--- src/rtl/dmem_arbiter.sv ---
`default_nettype none
// ============================================================================
// Module      : dmem_arbiter
// Description : Two-port (cpu/dbg) data-memory arbiter with anti-starvation
//               priority for the debug port and fully registered outputs.
// Revision    : 1.0 - initial release
// ============================================================================
module dmem_arbiter #(
    parameter int READ_LAT   = 1,
    parameter int STARVE_MAX = 8
) (
    input  logic        clock,
    input  logic        reset,
    input  logic        cpu_req,
    input  logic        cpu_we,
    input  logic [15:0] cpu_addr,
    input  logic [15:0] cpu_wdata,
    output logic        cpu_gnt,
    output logic        cpu_rvalid,
    output logic [15:0] cpu_rdata,
    input  logic        dbg_req,
    input  logic        dbg_we,
    input  logic [15:0] dbg_addr,
    input  logic [15:0] dbg_wdata,
    output logic        dbg_gnt,
    output logic        dbg_rvalid,
    output logic [15:0] dbg_rdata,
    output logic [15:0] DMem_addr,
    output logic [15:0] DMem_din,
    output logic        DMem_rd,
    input  logic [15:0] memout,
    output logic        busy
);

    localparam logic [1:0] c_IDLE       = 2'd0;
    localparam logic [1:0] c_ACC        = 2'd1;
    localparam logic [1:0] c_RWAIT      = 2'd2;
    localparam logic [7:0] c_STARVE_MAX = 8'(STARVE_MAX);
    localparam logic [2:0] c_READ_LAT   = 3'(READ_LAT);

    logic [1:0]  r_state;
    logic        r_ready;
    logic [7:0]  r_starve_cnt;
    logic        r_owner_dbg;
    logic        r_we;
    logic [2:0]  r_cnt;
    logic        r_cpu_gnt;
    logic        r_dbg_gnt;
    logic        r_cpu_rvalid;
    logic        r_dbg_rvalid;
    logic [15:0] r_cpu_rdata;
    logic [15:0] r_dbg_rdata;
    logic [15:0] r_dmem_addr;
    logic [15:0] r_dmem_din;
    logic        r_dmem_rd;
    logic        r_busy;

    logic        w_idle;
    logic        w_starved;
    logic        w_cpu_win;
    logic        w_dbg_win;
    logic        w_sel_we;
    logic [15:0] w_sel_addr;
    logic [15:0] w_sel_wdata;

    // r_ready holds off arbitration for the first edge after reset release.
    assign w_idle      = r_ready && (r_state == c_IDLE);
    assign w_starved   = (r_starve_cnt >= c_STARVE_MAX);
    assign w_cpu_win   = w_idle && cpu_req && !(dbg_req && w_starved);
    assign w_dbg_win   = w_idle && dbg_req && (!cpu_req || w_starved);
    assign w_sel_we    = w_dbg_win ? dbg_we    : cpu_we;
    assign w_sel_addr  = w_dbg_win ? dbg_addr  : cpu_addr;
    assign w_sel_wdata = w_dbg_win ? dbg_wdata : cpu_wdata;

    always_ff @(posedge clock) begin
        if (!reset) begin
            r_state      <= c_IDLE;
            r_ready      <= 1'b0;
            r_starve_cnt <= 8'd0;
            r_owner_dbg  <= 1'b0;
            r_we         <= 1'b0;
            r_cnt        <= 3'd0;
            r_cpu_gnt    <= 1'b0;
            r_dbg_gnt    <= 1'b0;
            r_cpu_rvalid <= 1'b0;
            r_dbg_rvalid <= 1'b0;
            r_cpu_rdata  <= 16'd0;
            r_dbg_rdata  <= 16'd0;
            r_dmem_addr  <= 16'd0;
            r_dmem_din   <= 16'd0;
            r_dmem_rd    <= 1'b1;
            r_busy       <= 1'b0;
        end else begin
            r_ready      <= 1'b1;
            r_cpu_gnt    <= 1'b0;
            r_dbg_gnt    <= 1'b0;
            r_cpu_rvalid <= 1'b0;
            r_dbg_rvalid <= 1'b0;

            if (!dbg_req || w_dbg_win) begin
                r_starve_cnt <= 8'd0;
            end else if (r_starve_cnt < c_STARVE_MAX) begin
                r_starve_cnt <= r_starve_cnt + 8'd1;
            end

            case (r_state)
                c_IDLE: begin
                    if (w_cpu_win || w_dbg_win) begin
                        r_state     <= c_ACC;
                        r_owner_dbg <= w_dbg_win;
                        r_we        <= w_sel_we;
                        r_cpu_gnt   <= w_cpu_win;
                        r_dbg_gnt   <= w_dbg_win;
                        r_busy      <= 1'b1;
                        r_dmem_addr <= w_sel_addr;
                        if (w_sel_we) begin
                            r_dmem_rd  <= 1'b0;
                            r_dmem_din <= w_sel_wdata;
                        end
                    end
                end
                c_ACC: begin
                    if (r_we) begin
                        r_state    <= c_IDLE;
                        r_busy     <= 1'b0;
                        r_dmem_rd  <= 1'b1;
                        r_dmem_din <= 16'd0;
                    end else begin
                        r_state <= c_RWAIT;
                        r_cnt   <= 3'd1;
                    end
                end
                c_RWAIT: begin
                    if (r_cnt == c_READ_LAT) begin
                        r_state <= c_IDLE;
                        r_busy  <= 1'b0;
                        if (r_owner_dbg) begin
                            r_dbg_rdata  <= memout;
                            r_dbg_rvalid <= 1'b1;
                        end else begin
                            r_cpu_rdata  <= memout;
                            r_cpu_rvalid <= 1'b1;
                        end
                    end else begin
                        r_cnt <= r_cnt + 3'd1;
                    end
                end
                default: begin
                    r_state    <= c_IDLE;
                    r_busy     <= 1'b0;
                    r_dmem_rd  <= 1'b1;
                    r_dmem_din <= 16'd0;
                end
            endcase
        end
    end

    assign cpu_gnt    = r_cpu_gnt;
    assign dbg_gnt    = r_dbg_gnt;
    assign cpu_rvalid = r_cpu_rvalid;
    assign dbg_rvalid = r_dbg_rvalid;
    assign cpu_rdata  = r_cpu_rdata;
    assign dbg_rdata  = r_dbg_rdata;
    assign DMem_addr  = r_dmem_addr;
    assign DMem_din   = r_dmem_din;
    assign DMem_rd    = r_dmem_rd;
    assign busy       = r_busy;

endmodule
`default_nettype wire

--- config.mk ---
export PLATFORM = sky130hd
export DESIGN_NAME = dmem_arbiter
export DESIGN_NICKNAME = d
export VERILOG_FILES = /design/src/rtl/dmem_arbiter.sv
export SDC_FILE = /design/constraint.sdc
export NUM_CORES = 1
export LEC_CHECK = 0
export ABC_AREA = 1
export CAP_MARGIN = 5
export CORE_MARGIN = 2
export CORE_UTILIZATION = 46
export CTS_CLUSTER_DIAMETER = 200
export CTS_CLUSTER_SIZE = 16
export DETAILED_ROUTE_END_ITERATION = 6
export GPL_TIMING_DRIVEN = 0
export PLACE_DENSITY = 0.86
export SYNTH_ARGS = -nofsm -noshare
export SYNTH_HDL_FRONTEND = slang
export SYNTH_SLANG_ARGS = --single-unit
--- constraint.sdc ---
create_clock -name clock -period 3.4 [get_ports clock]
set_input_delay 0.85 -clock clock [delete_from_list [all_inputs] [get_ports clock]]
set_output_delay 0.85 -clock clock [all_outputs]
set_load 0.01 [all_outputs]
==> impl_metrics.tcl <==
set metrics [dict create \
    yosysTopAreaCell "dfxtp_1" \
    track_usage_pct 25.90 \
    finalHoldWorstSlack_ps 440.6 \
    finalHoldViolCount 0 \
    antenna_found_initial 0 \
    numPortBuffers 155 \
    wl_per_cell_um 14.26 \
    ir_drop_mv 0.2276 \
    finalSetupViolCount 0 \
    hpwl_mm 8.330 \
    dp_cells 771 \
    r2r_cells 9 \
    async_flop_share_pct 0 \
    clock-sinks 86 \
    cap_viol_max_count 0 \
    gp_congestion 0.8605 \
    power_density_nw_per_um2 426.6 \
    layout_setup_ws_ps 966.5 \
    ys.flop_type "dfxtp_1" \
    clkLatencyLatePin_ps 350 \
    end_kind "flop" \
    status "finished clean" \
    cp.arrival_ps 2690 \
    ant_nets 0 \
    synth.most_common_cell "nor2_1" \
    die_y_um 93.35 \
    fin_nets 770 \
    num_rows 32 \
    synthMuxAreaShare_pct 0 \
    seq_area_frac_synth_pct 46.88 \
    hold_start "r_starve_cnt[5]$_SDFFE_PP0N_" \
    startpoint_type "input pin" \
    clock_skew_ps 7.897 \
    post-route-min-period_ps 2434 \
    path_clk_slew_ps 80 \
    power_frac_seq_pct 46.1 \
    clk_path_buf_depth 2 \
    timing.rr.end "cpu_rdata[14]$_SDFFE_PN0P_" \
    tns_ps 0 \
    synth_cell_types 27 \
    max_slew_margin_pct 66.94 \
    max_stage_delay_ps 490 \
    drc 0 \
    fmax_mhz 410.9 \
    synth_edf_count 0 \
    syn-cell-area_um2 3672 \
    dieArea_um2 8714 \
    grt_pass1_vias 4012 \
    synth_adder_area_share_pct 1.363 \
    fillers 576 \
    rsz0062_at_grt "no" \
    drv_slew 0 \
    hp-class "flop to flop" \
    cp.required_ps 3650 \
    htree_levels 3 \
    cts_made_buffers 9 \
    io_pins 156 \
    fin_area_um2 5573 \
    firstDrtPassIters 5 \
    internal_power_mw 1.741 \
    r2r-start "r_state[1]$_SDFFE_PN0P_" \
    ctsRootBufferMaster "clkbuf_8" \
    grt_max_degree 15 \
    synth_top_area_share_pct 46.88 \
    p_total_mw 2.378 \
    yosys.area_share.simple_pct 30.49 \
    drt_iter0_drc 197 \
    slowest_stage "clkdlybuf4s50_1" \
    tightest_slew_ps 494.0 \
    synth_nets 604 \
    cts_tree "yes" \
    drive_gt1_share_pct 5.401 \
    avgViaCountPerCell 5.188 \
    post_cts_buffers 0 \
    vias 4083 \
    synth_compound_area_share_pct 12.30 \
    instances_no_fill 787 \
    core_area_um2 7727 \
    worst-path-buf-inv 2 \
    cts_hold_buf 0 \
    avgSynthCellArea_um2 7.144 \
    ys_top_cells_by_area "dfxtp_1 47%, nor2_1 11%, nand3_1 9.4%, o21ai_0 7.1%, nand2_1 6.7%" \
    critPathMostFrequentCell "nand2_1" \
    initial_utilization_pct 47.52 \
    synth_xor_area_share_pct 0 \
    drt_wl_total_mm 11.22 \
    comb_power_share_pct 20.1 \
    synthCells 514 \
    switching_share_pct 26.79 \
    p_leak_nw 2.432 \
    finalCritPeriodShare_pct 71.57 \
    holdPathStages 2 \
    place_ws_ps 621.4 \
    gr-total-overflow 0 \
    synth_commonest_cells "112 x nor2_1, 86 x dfxtp_1, 69 x nand3_1" \
    area_growth_syn_to_layout_pct 51.75 \
    hold_path_end "r_starve_cnt[5]$_SDFFE_PP0N_" \
    final_util_pct 72.12 \
    antenna_cells 0 \
    r2r_slack_ps 1410 \
    placed_cell_area_um2 5351 \
    ys_warn_count 0 \
    critical_path.top_delay_family "simple AND/OR/NAND/NOR gates" \
    ctsResizeCount 0 \
    grt_pass1_wl_mm 18.06 \
    cp_cell_sequence "clkdlybuf4s50_1 -> nand4_1 -> nand2_4 -> nand2_1 -> nand3_2 -> buf_2 -> nand3_1 -> nand2_1 -> nor2_1" \
    worstPathMaxFanout 10 \
    pwr-share-clk_pct 33.9 \
    die_width_um 93.35 \
    p_switching_mw 0.6369 \
    path_class "input pin to flop" \
    synth_top_family_by_area "simple AND/OR/NAND/NOR gates" \
    ys_seq_elements 86 \
]
## tightest hold or removal path, stage by stage (launching register included)
cell and delay, ps:
dfxtp_1 320, inv_1 50, nor2_1 40
## sequential cells by signal (all words and copies together) (netlist names)
| name | flops |
|---|---|
| DMem_addr | 16 |
| DMem_din | 16 |
| DMem_rd | 1 |
| busy | 1 |
| cpu_gnt | 1 |
| cpu_rdata | 16 |
| cpu_rvalid | 1 |
| dbg_gnt | 1 |
| dbg_rdata | 16 |
| dbg_rvalid | 1 |
| r_cnt | 3 |
| r_owner_dbg | 1 |
| r_ready | 1 |
| r_starve_cnt | 8 |
| r_state | 2 |
| r_we | 1 |
## cell type report
| type | instances | area (um^2) | area share [%] |
|---|---|---|---|
| inverter | 57 | 214.0 | 3.839 |
| timing repair buffer | 155 | 1551 | 27.84 |
| clock buffer | 10 | 137.6 | 2.470 |
| sequential | 86 | 1722 | 30.89 |
| multi-input combinational | 344 | 1622 | 29.10 |
| tap | 102 | 127.6 | 2.290 |
| buffer | 27 | 115.1 | 2.066 |
| clock inverter | 6 | 83.83 | 1.504 |
## cells in the final DEF (no fill, tap or decap)
master,synthesis,final
o21bai_1,1,1
clkbuf_1,16,16
ha_1,4,4
nand2_4,2,2
a2111oi_0,1,1
inv_1,53,53
buf_2,8,8
o211ai_1,1,1
a21oi_4,1,1
nand3_2,2,2
clkinv_1,1,1
clkdlybuf4s50_1,0,155
nand3_1,69,69
buf_4,1,1
inv_2,3,3
bufinv_16,0,2
clkbuf_8,0,10
clkinv_2,0,3
a31oi_1,17,17
nor2_8,1,1
nor3b_1,1,1
nand2_1,66,66
buf_1,2,2
inv_6,0,1
nand4_1,2,2
nand2_2,1,1
nor2_2,1,1
a21oi_1,9,9
dfxtp_1,86,86
o21ai_0,52,52
nor2_4,1,1
nor2_1,112,112
## per-layer routing
layer  share of wire [%]  global-route usage [%]  vias up  routed length, um
li1                    -                       -     1982                  -
met1                  41                   30.19     1889               4615
met2                  47                   43.53      185               5322
met3                 9.4                   8.703       27               1059
met4                 2.0                   10.66        0                226
met5                   0                       0        -                  0
## cell families after synthesis
family / Yosys count
simple gates: 258
fa+ha+maj: 4
flops: 86
buf+inv: 84
compound gates: 82
## worst max-delay path by stage
| stage | from | endpoint | depth (start not counted) |
|---|---|---|---|
| 3_5_place_dp | cpu_req | DMem_din[14]$_SDFFE_PN0P_ | 9 |
| 2_1_floorplan | cpu_req | DMem_din[10]$_SDFFE_PN0P_ | 8 |
| 5_1_grt | cpu_req | DMem_addr[9]$_SDFFE_PN0P_ | 6 |
| 6_report | cpu_req | DMem_din[10]$_SDFFE_PN0P_ | 9 |
| 4_1_cts | cpu_req | DMem_addr[9]$_SDFFE_PN0P_ | 6 |
| 3_3_place_gp | cpu_req | DMem_din[10]$_SDFFE_PN0P_ | 9 |
## power groups by stage
stage	Clock (mW)	Combinational (mW)	Sequential, mW
3_5_place_dp	0	0.472	1.12
5_1_grt	0.856	0.523	1.10
2_1_floorplan	0	0.196	1.14
6_report	0.805	0.477	1.10
3_3_place_gp	0	0.461	1.11
4_1_cts	0.809	0.476	1.10
Note: power is estimated with default switching activity, not from simulation.
